<file path="config.mk">
export PLATFORM = sky130hd
export DESIGN_NAME = az_bus_arbiter
export DESIGN_NICKNAME = d
export VERILOG_FILES = /design/src/rtl/az_bus_pkg.sv /design/src/rtl/az_rr_pick.sv /design/src/rtl/az_bus_arbiter.sv
export SDC_FILE = /design/constraint.sdc
export NUM_CORES = 1
export LEC_CHECK = 0
export ABC_CLOCK_PERIOD_IN_PS = 2000
export CORE_MARGIN = 5
export CORE_UTILIZATION = 40
export DETAILED_ROUTE_END_ITERATION = 10
export GPL_TIMING_DRIVEN = 1
export PLACE_DENSITY = 0.65
export SETUP_SLACK_MARGIN = 0.05
export SLEW_MARGIN = 10
export SYNTH_ARGS = -nofsm -noshare
export SYNTH_HDL_FRONTEND = slang
export SYNTH_HIERARCHICAL = 1
export SYNTH_SLANG_ARGS = --single-unit
</file>
<file path="constraint.sdc">
create_clock -name clk -period 2 [get_ports clk]
set_input_delay 0.3 -clock clk [delete_from_list [all_inputs] [get_ports clk]]
set_output_delay 0.3 -clock clk [all_outputs]
set_load 0.02 [all_outputs]
</file>
<file path="src/rtl/az_bus_pkg.sv">
// Shared definitions for the CPU bus arbiter: default sizing, master ids,
// active-low level constants and the arbiter state encoding.
package az_bus_pkg;

    localparam int DEF_NUM_MASTERS = 4;
    localparam int DEF_ID_W        = $clog2(DEF_NUM_MASTERS);

    typedef logic [DEF_ID_W-1:0] master_id_t;

    localparam logic ENABLE_  = 1'b0;
    localparam logic DISABLE_ = 1'b1;

    localparam master_id_t M_IF  = master_id_t'(0);
    localparam master_id_t M_MEM = master_id_t'(1);

    typedef enum logic {
        ST_IDLE  = 1'b0,
        ST_OWNED = 1'b1
    } arb_state_e;

endpackage

</file>
<file path="src/rtl/az_rr_pick.sv">
// Combinational round-robin picker: first set bit of (req & ~excl) scanning
// upward from rr_ptr with wrap, done as a priority scan over a doubled vector.
module az_rr_pick #(
    parameter int N    = 4,
    parameter int ID_W = $clog2(N)
) (
    input  logic [N-1:0]    req,
    input  logic [ID_W-1:0] rr_ptr,
    input  logic [N-1:0]    excl,
    output logic [ID_W-1:0] pick,
    output logic            pick_vld
);

    localparam int IDX_W = $clog2(2 * N);

    logic [N-1:0]     cand;
    logic [2*N-1:0]   dbl;
    logic [IDX_W-1:0] idx;

    assign cand = req & ~excl;
    assign dbl  = {cand, cand};

    always_comb begin
        pick     = '0;
        pick_vld = 1'b0;
        idx      = '0;
        for (int i = 0; i < N; i++) begin
            idx = IDX_W'(rr_ptr) + IDX_W'(i);
            if (!pick_vld && dbl[idx]) begin
                pick_vld = 1'b1;
                // fold the doubled index back into 0..N-1 explicitly so non-power-of-2 N works
                pick     = (idx >= IDX_W'(N)) ? ID_W'(idx - IDX_W'(N)) : ID_W'(idx);
            end
        end
    end

endmodule

</file>
<file path="src/rtl/az_bus_arbiter.sv">
// Round-robin CPU bus arbiter: active-low requests in, registered one-cold
// grants out; ownership only changes on release or at a completed transfer.
module az_bus_arbiter
    import az_bus_pkg::*;
#(
    parameter  int NUM_MASTERS = DEF_NUM_MASTERS,
    parameter  int MAX_HOLD    = 16,
    localparam int ID_W        = $clog2(NUM_MASTERS)
) (
    input  logic                   clk,
    input  logic                   reset,
    input  logic [NUM_MASTERS-1:0] m_reqn,
    output logic [NUM_MASTERS-1:0] m_grntn,
    input  logic                   bus_rdyn,
    output logic [ID_W-1:0]        owner_id,
    output logic                   owner_vld
);

    localparam int HOLD_W = (MAX_HOLD > 0) ? $clog2(MAX_HOLD + 1) : 1;
    localparam logic [HOLD_W-1:0] HOLD_MAX = HOLD_W'(MAX_HOLD);

    arb_state_e             state_q, state_d;
    logic [ID_W-1:0]        owner_q, owner_d;
    logic [ID_W-1:0]        rr_ptr_q, rr_ptr_d;
    logic [HOLD_W-1:0]      hold_q, hold_d;
    logic [NUM_MASTERS-1:0] req, excl, grntn_d;
    logic [ID_W-1:0]        pick;
    logic                   pick_vld;
    logic                   owner_req;
    logic                   hold_hit;

    function automatic logic [ID_W-1:0] inc_mod(input logic [ID_W-1:0] id);
        return (id == ID_W'(NUM_MASTERS - 1)) ? '0 : id + 1'b1;
    endfunction

    assign req       = ~m_reqn;
    assign owner_req = req[owner_q];
    assign hold_hit  = (MAX_HOLD > 0) && (hold_q >= HOLD_MAX);

    always_comb begin
        excl = '0;
        for (int i = 0; i < NUM_MASTERS; i++) begin
            excl[i] = (state_q == ST_OWNED) && (owner_q == ID_W'(i));
        end
    end

    az_rr_pick #(
        .N    (NUM_MASTERS),
        .ID_W (ID_W)
    ) u_pick (
        .req      (req),
        .rr_ptr   (rr_ptr_q),
        .excl     (excl),
        .pick     (pick),
        .pick_vld (pick_vld)
    );

    always_comb begin
        state_d  = state_q;
        owner_d  = owner_q;
        rr_ptr_d = rr_ptr_q;
        hold_d   = hold_q;
        case (state_q)
            ST_IDLE: begin
                if (pick_vld) begin
                    state_d  = ST_OWNED;
                    owner_d  = pick;
                    rr_ptr_d = inc_mod(pick);
                    hold_d   = '0;
                end
            end
            ST_OWNED: begin
                // other masters' requests are only looked at when a handoff is possible
                if (!owner_req || (hold_hit && !bus_rdyn && pick_vld)) begin
                    if (pick_vld) begin
                        owner_d  = pick;
                        rr_ptr_d = inc_mod(pick);
                    end else begin
                        state_d = ST_IDLE;
                    end
                    hold_d = '0;
                end else if (hold_q < HOLD_MAX) begin
                    hold_d = hold_q + 1'b1;
                end
            end
            default: state_d = ST_IDLE;
        endcase
    end

    always_comb begin
        grntn_d = {NUM_MASTERS{DISABLE_}};
        for (int i = 0; i < NUM_MASTERS; i++) begin
            if (state_d == ST_OWNED && owner_d == ID_W'(i)) grntn_d[i] = ENABLE_;
        end
    end

    always_ff @(posedge clk) begin
        if (reset) begin
            state_q  <= ST_IDLE;
            owner_q  <= ID_W'(M_IF);
            rr_ptr_q <= '0;
            hold_q   <= '0;
            m_grntn  <= {NUM_MASTERS{DISABLE_}};
        end else begin
            state_q  <= state_d;
            owner_q  <= owner_d;
            rr_ptr_q <= rr_ptr_d;
            hold_q   <= hold_d;
            m_grntn  <= grntn_d;
        end
    end

    assign owner_vld = (state_q == ST_OWNED);
    assign owner_id  = owner_q;

endmodule

</file>
==> results of run 1 <==
worst max-delay path: cells and delay by family:
family	cells	cell delay (ps)
compound gates	1	80
buf+inv	1	440
mux	1	520
simple gates	2	710
cell usage in the layout (no fill, tap or decap), drive strengths merged, types with 4 or more instances in the layout:
master,n
a21oi,4
a31oi,5
buf,12
clkbuf,4
clkdlybuf4s50,13
dfxtp,14
inv,10
nand2b,5
nor2,9
nor2b,5
nor3,8
o21ai,7
final timing paths:
kind	slack, ps	end	depth (start not counted)
min reg2reg	490	rr_ptr_q[0]	2
min	490	rr_ptr_q[0]	2
max reg2reg	170	rr_ptr_q[0]	8
max	160	hold_q[2]	5
report_power, final:
part           internal, mW  switching [mW]
Clock                 0.111          0.0901
Combinational         0.208           0.206
Sequential            0.323          0.0483
Total                 0.642           0.344
metal layers:
| metal | GRT usage, % | share of wire (%) | vias up |
|---|---|---|---|
| li1 | - | - | 437 |
| met1 | 17.4 | 46 | 396 |
| met2 | 22.0 | 49 | 13 |
| met3 | 5.57 | 4.5 | 2 |
| met4 | 4.17 | 0.67 | 0 |
| met5 | 0 | 0 | - |
kinds of logic after synthesis:
group	count (synthesis)
mux	3
fa+ha+maj	2
compound gates	25
flops	14
buf+inv	14
simple gates	47
flip-flops by register name, indices dropped and copies added (netlist names):
register	flops
owner_vld	1
rr_ptr_q	2
m_grntn	4
owner_id	2
hold_q	5
cell usage after synthesis, drive strengths merged (3+ instances only):
| cell type | count |
|---|---|
| dfxtp | 14 |
| inv | 10 |
| nor2 | 9 |
| nor3 | 8 |
| o21ai | 7 |
| a31oi | 5 |
| nand2b | 5 |
| nor2b | 5 |
| a21oi | 4 |
| clkbuf | 3 |
| nand2 | 3 |
| nor4 | 3 |
stage by stage:
stage,instances,hold WS (ps),area [sq um]
2_1_floorplan,105,454,851
3_3_place_gp,152,471,1080
3_5_place_dp,152,473,1080
4_1_cts,156,486,1110
5_1_grt,157,524,1160
6_report,157,491,1160
layout make-up:
cell class	count	area share (%)
Clock buffer	4	3.12
Inverter	10	3.23
Multi-Input combinational cell	77	46.7
Sequential cell	14	25.1
Tap cell	27	2.90
Timing Repair Buffer	25	19.0
==> flow_metrics.py, run 1 <==
metrics = {
    "outcome": {
        "status": "completed",
    },
    "floorplan": {
        "ios": 14,
        "dieHeight_microns": 55.7,
        "core-area_sq_um": 1980,
        "die-area_sq_um": 3110,
        "start_util_pct": 42.2,
        "die_w_microns": 55.7,
        "num_rows": 16,
    },
    "yosys": {
        "yosysTopAreaCell": "dfxtp_1",
        "synthMuxAreaShare_pct": 5.23,
        "synth_edf_count": 0,
        "synthFlopType": "dfxtp_1",
        "synth_xor_area_share_pct": 0,
        "syn_inst": 105,
        "synth_compound_area_share_pct": 20.0,
        "ys_top_cells_by_area": "dfxtp_1 33%, nor3_1 4.8%, inv_1 4.5%",
        "syn_avg_cell_area_sq_um": 7.97,
        "synthArstFlopShare_pct": 0,
        "syn-cell-area_sq_um": 837,
        "ys_types": 39,
        "synth_top_area_share_pct": 33.5,
        "ys_ff_latch": 14,
        "yosys_warnings": 6,
        "synth-adder-area-share_pct": 2.99,
        "ys_seq_area_share_pct": 33.5,
        "synth_top_family_by_area": "simple AND/OR/NAND/NOR gates",
        "synth_simple_gate_area_share_pct": 31.8,
        "synth_nets": 114,
    },
    "worst_setup_path": {
        "r2r_start": "owner_id[0]",
        "critPathArrivalTime_ps": 2050,
        "cpPeakStageDelay_ps": 520,
        "crit_fanout": 3,
        "cp-start-kind": "input pin",
        "end_kind": "register",
        "cp-startpoint": "m_reqn[3]",
        "cp_cell_sequence": "clkdlybuf4s50_1, mux4_2, or2_1, or4_1, o21ai_0",
        "critPathKind": "in2reg",
        "cp.required_ps": 2210,
        "worst_path_max_delay_cell": "mux4_2",
    },
    "detailed_routing": {
        "vias": 848,
        "wirelength_microns": 2080,
        "dr.pass1.iters": 4,
        "drtIter0Drc": 10,
        "avgViaCountPerCell": 5.40,
        "antenna_left": 0,
        "routedWlPerCell_microns": 13.2,
        "route.detailed.drc": 0,
    },
    "pwr": {
        "p_leak_nw": 0.466,
        "p_per_area_nw_per_um2": 848,
        "irDropWorstVdd_mv": 0.542,
        "p_total_mw": 0.987,
    },
    "timing": {
        "finalHoldViolCount": 0,
        "fmaxAchievable_mhz": 545,
        "tightest_slew_ps": 429,
        "setup_viol_count_final": 0,
        "min_period_ps": 1840,
        "drv_slew": 0,
        "final.setup.tns_ps": 0,
        "grt_setup_unrepaired": "false",
        "setup_slack_ps": 164,
        "max_slew_margin_pct": 71.2,
        "finalCritPeriodShare_pct": 91.8,
        "finalClockSkew_ps": 3.60,
    },
    "global_routing": {
        "grt_max_degree": 12,
        "overflow": 0,
        "antenna_found_initial": 0,
        "grt_pass1_vias": 770,
        "grtUsageTotal_pct": 13.9,
        "grt_pass1_wl_microns": 3430,
    },
    "final_layout": {
        "nFillCells": 188,
        "multi_input_area_sq_um": 543,
        "n_antenna_cell": 0,
        "drive_gt1_share_pct": 23.8,
        "ff_latch_area_sq_um": 292,
        "final_net_count": 140,
        "utilization_pct": 58.7,
        "syn_to_final_growth_pct": 39.0,
    },
    "min_path": {
        "min_from": "rr_ptr_q[0]",
        "hold_path_class": "reg2reg",
    },
    "job": {
        "maxCapViolCount": 0,
    },
    "placement": {
        "hpwlAfterDp_microns": 1580,
        "place.gp.congestion": 0.827,
        "portBuffers": 13,
        "dpl_worst_slack_ps": -138,
    },
    "clock_tree": {
        "tritoncts": "done",
        "cts_buffers": 3,
        "post_cts_buffers": 0,
        "cts_buffer_depth": 2,
        "clk_pin_slew_ps": 80,
        "cts_hold_buf": 0,
        "cts-root-buf": "clkbuf_4",
        "htreeDepth": 1,
        "numClockSinks": 14,
        "cts_resized": 0,
        "clk_latency_ps": 280,
    },
}
(Power assumes the default switching activity.)
==> inputs of run 2 (changes only) <==
MAX_ROUTING_LAYER = met4   (was not set)
==> run 2 against run 1 <==
Compared with the run above:
- final area stayed put
- core utilization stayed put
- count of clock-buffer cells in the layout stayed put
- largest cell class unchanged
- global-route usage is 0.38 points higher
- largest power group unchanged
- setup slack better by 0.79 ps
- power hardly changed
- flip-flop and latch count stayed put
- die area stayed put
- non-clock buffer count stayed put
- wire length is 0.19% higher
- combinational power hardly changed
==> flow_metrics.py, run 2 (same netlist as run 1, synthesis figures left out) <==
metrics = {
    "global_routing": {
        "grt_max_degree": 12,
        "grt_pass1_vias": 766,
        "overflow": 0,
        "antenna_found_initial": 0,
        "grt_pass1_wl_microns": 3440,
        "grtUsageTotal_pct": 14.3,
    },
    "floorplan": {
        "dieHeight_microns": 55.7,
        "core-area_sq_um": 1980,
        "die_w_microns": 55.7,
        "die-area_sq_um": 3110,
        "start_util_pct": 42.2,
        "num_rows": 16,
        "ios": 14,
    },
    "worst_setup_path": {
        "r2r_start": "owner_id[0]",
        "cp_cell_sequence": "clkdlybuf4s50_1, mux4_2, or2_1, or4_1, o21ai_0",
        "cpPeakStageDelay_ps": 520,
        "cp.required_ps": 2210,
        "worst_path_max_delay_cell": "mux4_2",
        "cp-endpoint": "hold_q[2]",
        "cp-start-kind": "input pin",
        "cp-startpoint": "m_reqn[3]",
        "end_kind": "register",
        "crit_fanout": 3,
        "reg2reg_slack_ps": 180,
        "rr_worst_depth": 8,
        "cp.buffers_inverters": 1,
        "rr_endpoint": "rr_ptr_q[0]",
        "critPathArrivalTime_ps": 2050,
        "critical_path_cell_count": 5,
        "crit_family": "simple AND/OR/NAND/NOR gates",
        "critPathKind": "in2reg",
    },
    "final_layout": {
        "drive_gt1_share_pct": 23.8,
        "design_area_sq_um": 1160,
        "largest-register": "hold_q",
        "final_net_count": 140,
        "top_regs": "hold_q x5, m_grntn x4",
        "syn_to_final_growth_pct": 39.0,
        "final_cell_mix": "13 x clkdlybuf4s50_1, 11 x dfxtp_1, 10 x buf_4",
        "multi_input_area_sq_um": 543,
        "ff_latch_area_sq_um": 292,
        "largest_reg_flops": 5,
        "mostFrequentLayoutCell": "clkdlybuf4s50_1",
        "nFillCells": 188,
        "n_antenna_cell": 0,
    },
    "timing": {
        "min_period_ps": 1840,
        "max_slew_margin_pct": 71.2,
        "drv_slew": 0,
        "tightest_slew_ps": 430,
        "final.setup.tns_ps": 0,
        "fmaxAchievable_mhz": 545,
        "finalCritPeriodShare_pct": 91.8,
        "finalClockSkew_ps": 4.28,
        "grt_setup_unrepaired": "false",
        "setup_viol_count_final": 0,
        "finalHoldViolCount": 0,
    },
    "detailed_routing": {
        "avgViaCountPerCell": 5.35,
        "drtIter0Drc": 10,
        "vias": 840,
        "route.detailed.drc": 0,
        "routedWlPerCell_microns": 13.2,
        "antenna_left": 0,
        "dr.pass1.iters": 4,
        "wirelength_microns": 2080,
    },
    "clock_tree": {
        "clk_latency_ps": 280,
        "cts_buffer_depth": 2,
        "cts-root-buf": "clkbuf_4",
        "htreeDepth": 1,
        "cts_buffers": 3,
        "tritoncts": "done",
        "clk_pin_slew_ps": 80,
        "numClockSinks": 14,
    },
    "pwr": {
        "p_leak_nw": 0.466,
        "p_per_area_nw_per_um2": 848,
        "irDropWorstVdd_mv": 0.542,
    },
    "outcome": {
        "status": "completed",
    },
    "placement": {
        "portBuffers": 13,
        "hpwlAfterDp_microns": 1580,
        "placed_area_sq_um": 1080,
        "place.gp.congestion": 0.840,
    },
    "min_path": {
        "hold_path_class": "reg2reg",
    },
    "job": {
        "maxCapViolCount": 0,
    },
}
[run 2: repair_timing]
action                     4_1_cts  5_1_grt
hold buffers                     0        0
setup endpoints to repair        0       11
buffers inserted                 0        0
gates resized for setup          0       13
[run 2: how the worst min path moves through the flow]
stage	depth (start not counted)	to	startpoint
floorplan	2	rr_ptr_q[0]	rr_ptr_q[0]
global placement	2	rr_ptr_q[0]	rr_ptr_q[0]
detailed placement	2	rr_ptr_q[0]	rr_ptr_q[0]
CTS	2	rr_ptr_q[0]	rr_ptr_q[0]
global route	2	rr_ptr_q[0]	rr_ptr_q[0]
finish	2	rr_ptr_q[0]	rr_ptr_q[0]
[run 2: worst min-delay path: cells and delay by family, from the launching register on]
kind               cells  cell delay (ps)
AOI/OAI and AO/OA      1               50
DFF                    1              340
and+or+nand+nor        1               60
[run 2: metrics by stage]
stage	util [%]	total power [mW]	instances	setup slack (ps)	hold slack (ps)
6_report	58.7	0.986	157	165	491
5_1_grt	58.7	1.06	157	34.7	524
2_1_floorplan	-	0.598	105	114	454
3_5_place_dp	54.3	0.758	152	-138	473
3_3_place_gp	54.3	0.748	152	-101	471
4_1_cts	56.1	0.969	156	79.2	486
[run 2: per-layer routing]
metal	routed length (microns)	global-route usage, %
met5	0	-
met4	17	4.17
met3	77	5.57
met1	976	17.4
met2	1010	22.0
[run 2: final cells by class]
class,instances,area share (%)
clock buffer,4,3.12
timing repair buffer,25,19.0
multi-input combinational,77,46.7
inverter,10,3.23
sequential,14,25.1
tap,27,2.90
[run 2: report_power, final]
part           switching, mW  leakage, nW  internal (mW)
clock                 0.0895       0.0210          0.111
combinational          0.206        0.329          0.208
sequential            0.0485        0.117          0.323
==> inputs of run 3 (changes only) <==
CELL_PAD_IN_SITES_DETAIL_PLACEMENT = 0   (was not set)
CELL_PAD_IN_SITES_GLOBAL_PLACEMENT = 1   (was not set)
CORE_UTILIZATION = 34   (was 40)
PLACE_DENSITY = not set   (was 0.65)
PLACE_DENSITY_LB_ADDON = 0.1   (was not set)
==> run 3 against run 2 <==
Compared with the run above:
- first-iteration DRC count is 100% higher
- clock skew is 1.3 ps higher
- power is 1.8% higher
- core utilization decreased by 9.8 points
- critical path depth unchanged
- clock power increased by 8%
- non-clock buffer count grew 2
- flip-flop and latch count stayed put
- final cell count up 3.2%
- count of clock-buffer cells in the layout stayed put
- final area grew 1.3%
==> flow_metrics.py, run 3 (same netlist as run 1, synthesis figures left out) <==
metrics = {
    "worst_setup_path": {
        "cp.required_ps": 2220,
        "cp-start-kind": "input pin",
        "crit_fanout": 3,
        "cp.buffers_inverters": 1,
        "critPathKind": "in2reg",
        "crit_family": "simple AND/OR/NAND/NOR gates",
        "r2r_start": "owner_id[0]",
        "rr_worst_depth": 4,
        "critPathArrivalTime_ps": 2080,
        "worst_path_max_delay_cell": "mux4_2",
        "cp_cell_sequence": "clkdlybuf4s50_1, mux4_2, or2_1, or4_1, o21ai_0",
        "end_kind": "register",
        "critical_path_cell_count": 5,
        "cp-startpoint": "m_reqn[3]",
        "cp-endpoint": "hold_q[2]",
        "cpPeakStageDelay_ps": 550,
        "rr_endpoint": "hold_q[2]",
        "reg2reg_slack_ps": 180,
    },
    "clock_tree": {
        "post_cts_buffers": 0,
        "htreeDepth": 1,
        "clk_latency_ps": 280,
        "numClockSinks": 14,
        "cts_buffer_depth": 2,
        "clk_pin_slew_ps": 100,
        "cts-root-buf": "clkbuf_4",
        "cts_buffers": 3,
        "tritoncts": "done",
    },
    "timing": {
        "max_slew_margin_pct": 73.5,
        "grt_setup_unrepaired": "false",
        "min_period_ps": 1860,
        "finalHoldViolCount": 0,
        "setup_viol_count_final": 0,
        "finalClockSkew_ps": 5.63,
        "tightest_slew_ps": 397,
        "drv_slew": 0,
        "fmaxAchievable_mhz": 537,
        "fin_hold_ws_ps": 493,
        "finalCritPeriodShare_pct": 93.2,
    },
    "pwr": {
        "p_total_mw": 1.00,
        "irDropWorstVdd_mv": 0.519,
        "p_leak_nw": 0.474,
        "p_per_area_nw_per_um2": 852,
    },
    "global_routing": {
        "antenna_found_initial": 0,
        "grtUsageTotal_pct": 13.3,
        "grt_pass1_wl_microns": 3440,
        "overflow": 0,
        "grt_pass1_vias": 768,
        "grt_max_degree": 13,
    },
    "detailed_routing": {
        "met3_length_microns": 90,
        "route.detailed.drc": 0,
        "wl_met2_microns": 954,
        "avgViaCountPerCell": 5.30,
        "wirelength_microns": 2130,
        "drt-met1-wl_microns": 1050,
        "drtIter0Drc": 20,
        "vias": 859,
        "highest_layer": "met4",
        "antenna_left": 0,
        "routedWlPerCell_microns": 13.1,
        "dr.pass1.iters": 4,
    },
    "floorplan": {
        "core-area_sq_um": 2410,
        "die-area_sq_um": 3550,
        "num_rows": 18,
        "die_w_microns": 59.6,
        "start_util_pct": 34.7,
        "dieHeight_microns": 59.6,
        "ios": 14,
    },
    "final_layout": {
        "syn_to_final_growth_pct": 40.8,
        "final_net_count": 142,
        "n_antenna_cell": 0,
        "utilization_pct": 48.9,
        "multi_input_area_sq_um": 544,
        "final_cell_mix": "13 x clkdlybuf4s50_1, 13 x buf_4, 11 x dfxtp_1",
        "drive_gt1_share_pct": 24.2,
        "fin_cells": 162,
        "largest-register": "hold_q",
        "largest_reg_flops": 5,
        "top_regs": "hold_q x5, m_grntn x4",
        "ff_latch_area_sq_um": 284,
        "nFillCells": 234,
    },
    "job": {
        "maxCapViolCount": 0,
    },
    "placement": {
        "place.gp.congestion": 0.905,
        "dp.cells": 158,
        "hpwlAfterDp_microns": 1650,
        "portBuffers": 13,
    },
    "min_path": {
        "hold_path_class": "reg2reg",
    },
    "outcome": {
        "status": "completed",
    },
}
-- run 3: changes by cell type in the layout (fill, tap and decap cells not counted), sizes merged --
cell	delta
buf	+2
-- run 3: worst min path at each step --
stage / startpoint / to / slack [ps] / cells after the start
final: rr_ptr_q[0] / rr_ptr_q[0] / 490 / 2
after global routing: rr_ptr_q[0] / rr_ptr_q[0] / 530 / 2
after CTS: rr_ptr_q[0] / rr_ptr_q[0] / 490 / 2
after detailed placement: rr_ptr_q[0] / rr_ptr_q[0] / 480 / 2
after global placement: rr_ptr_q[0] / rr_ptr_q[0] / 470 / 2
after floorplan: rr_ptr_q[0] / rr_ptr_q[0] / 450 / 2
-- run 3: timing repair --
item	in CTS	in global routing
hold buffers	0	0
setup endpoints to repair	0	11
gates resized for setup	0	8
-- run 3: final cells by class --
| type | instances | share of cell area, % |
|---|---|---|
| multi-input combinational | 77 | 46.2 |
| clock buffer | 4 | 3.08 |
| tap | 30 | 3.18 |
| sequential | 14 | 24.1 |
| timing repair buffer | 27 | 20.3 |
| inverter | 10 | 3.18 |
-- run 3: layer usage --
metal | vias up | track usage (%)
met5 | - | -
met4 | 0 | 5.38
met3 | 4 | 2.18
met2 | 14 | 20.4
met1 | 401 | 17.3
li1 | 440 | -
-- run 3: worst min-delay path, delay by kind of cell (launching register included) --
| family | cells | cell delay (ps) |
|---|---|---|
| flip-flops | 1 | 350 |
| AND/OR/NAND/NOR | 1 | 60 |
| AO/OA/AOI/OAI | 1 | 50 |
-- run 3: report_power, final --
| part | switching (mW) | internal (mW) |
|---|---|---|
| clock | 0.106 | 0.111 |
| sequential | 0.0435 | 0.322 |
| combinational | 0.206 | 0.217 |
| total | 0.355 | 0.649 |
-- run 3: metrics by stage --
stage               setup TNS [ps]  cell area (sq um)  setup slack, ps
floorplan                        0                851              114
global placement             -1140               1100             -159
detailed placement           -1100               1100             -128
CTS                              0               1140              140
global route                     0               1180             38.6
finish                           0               1180              137
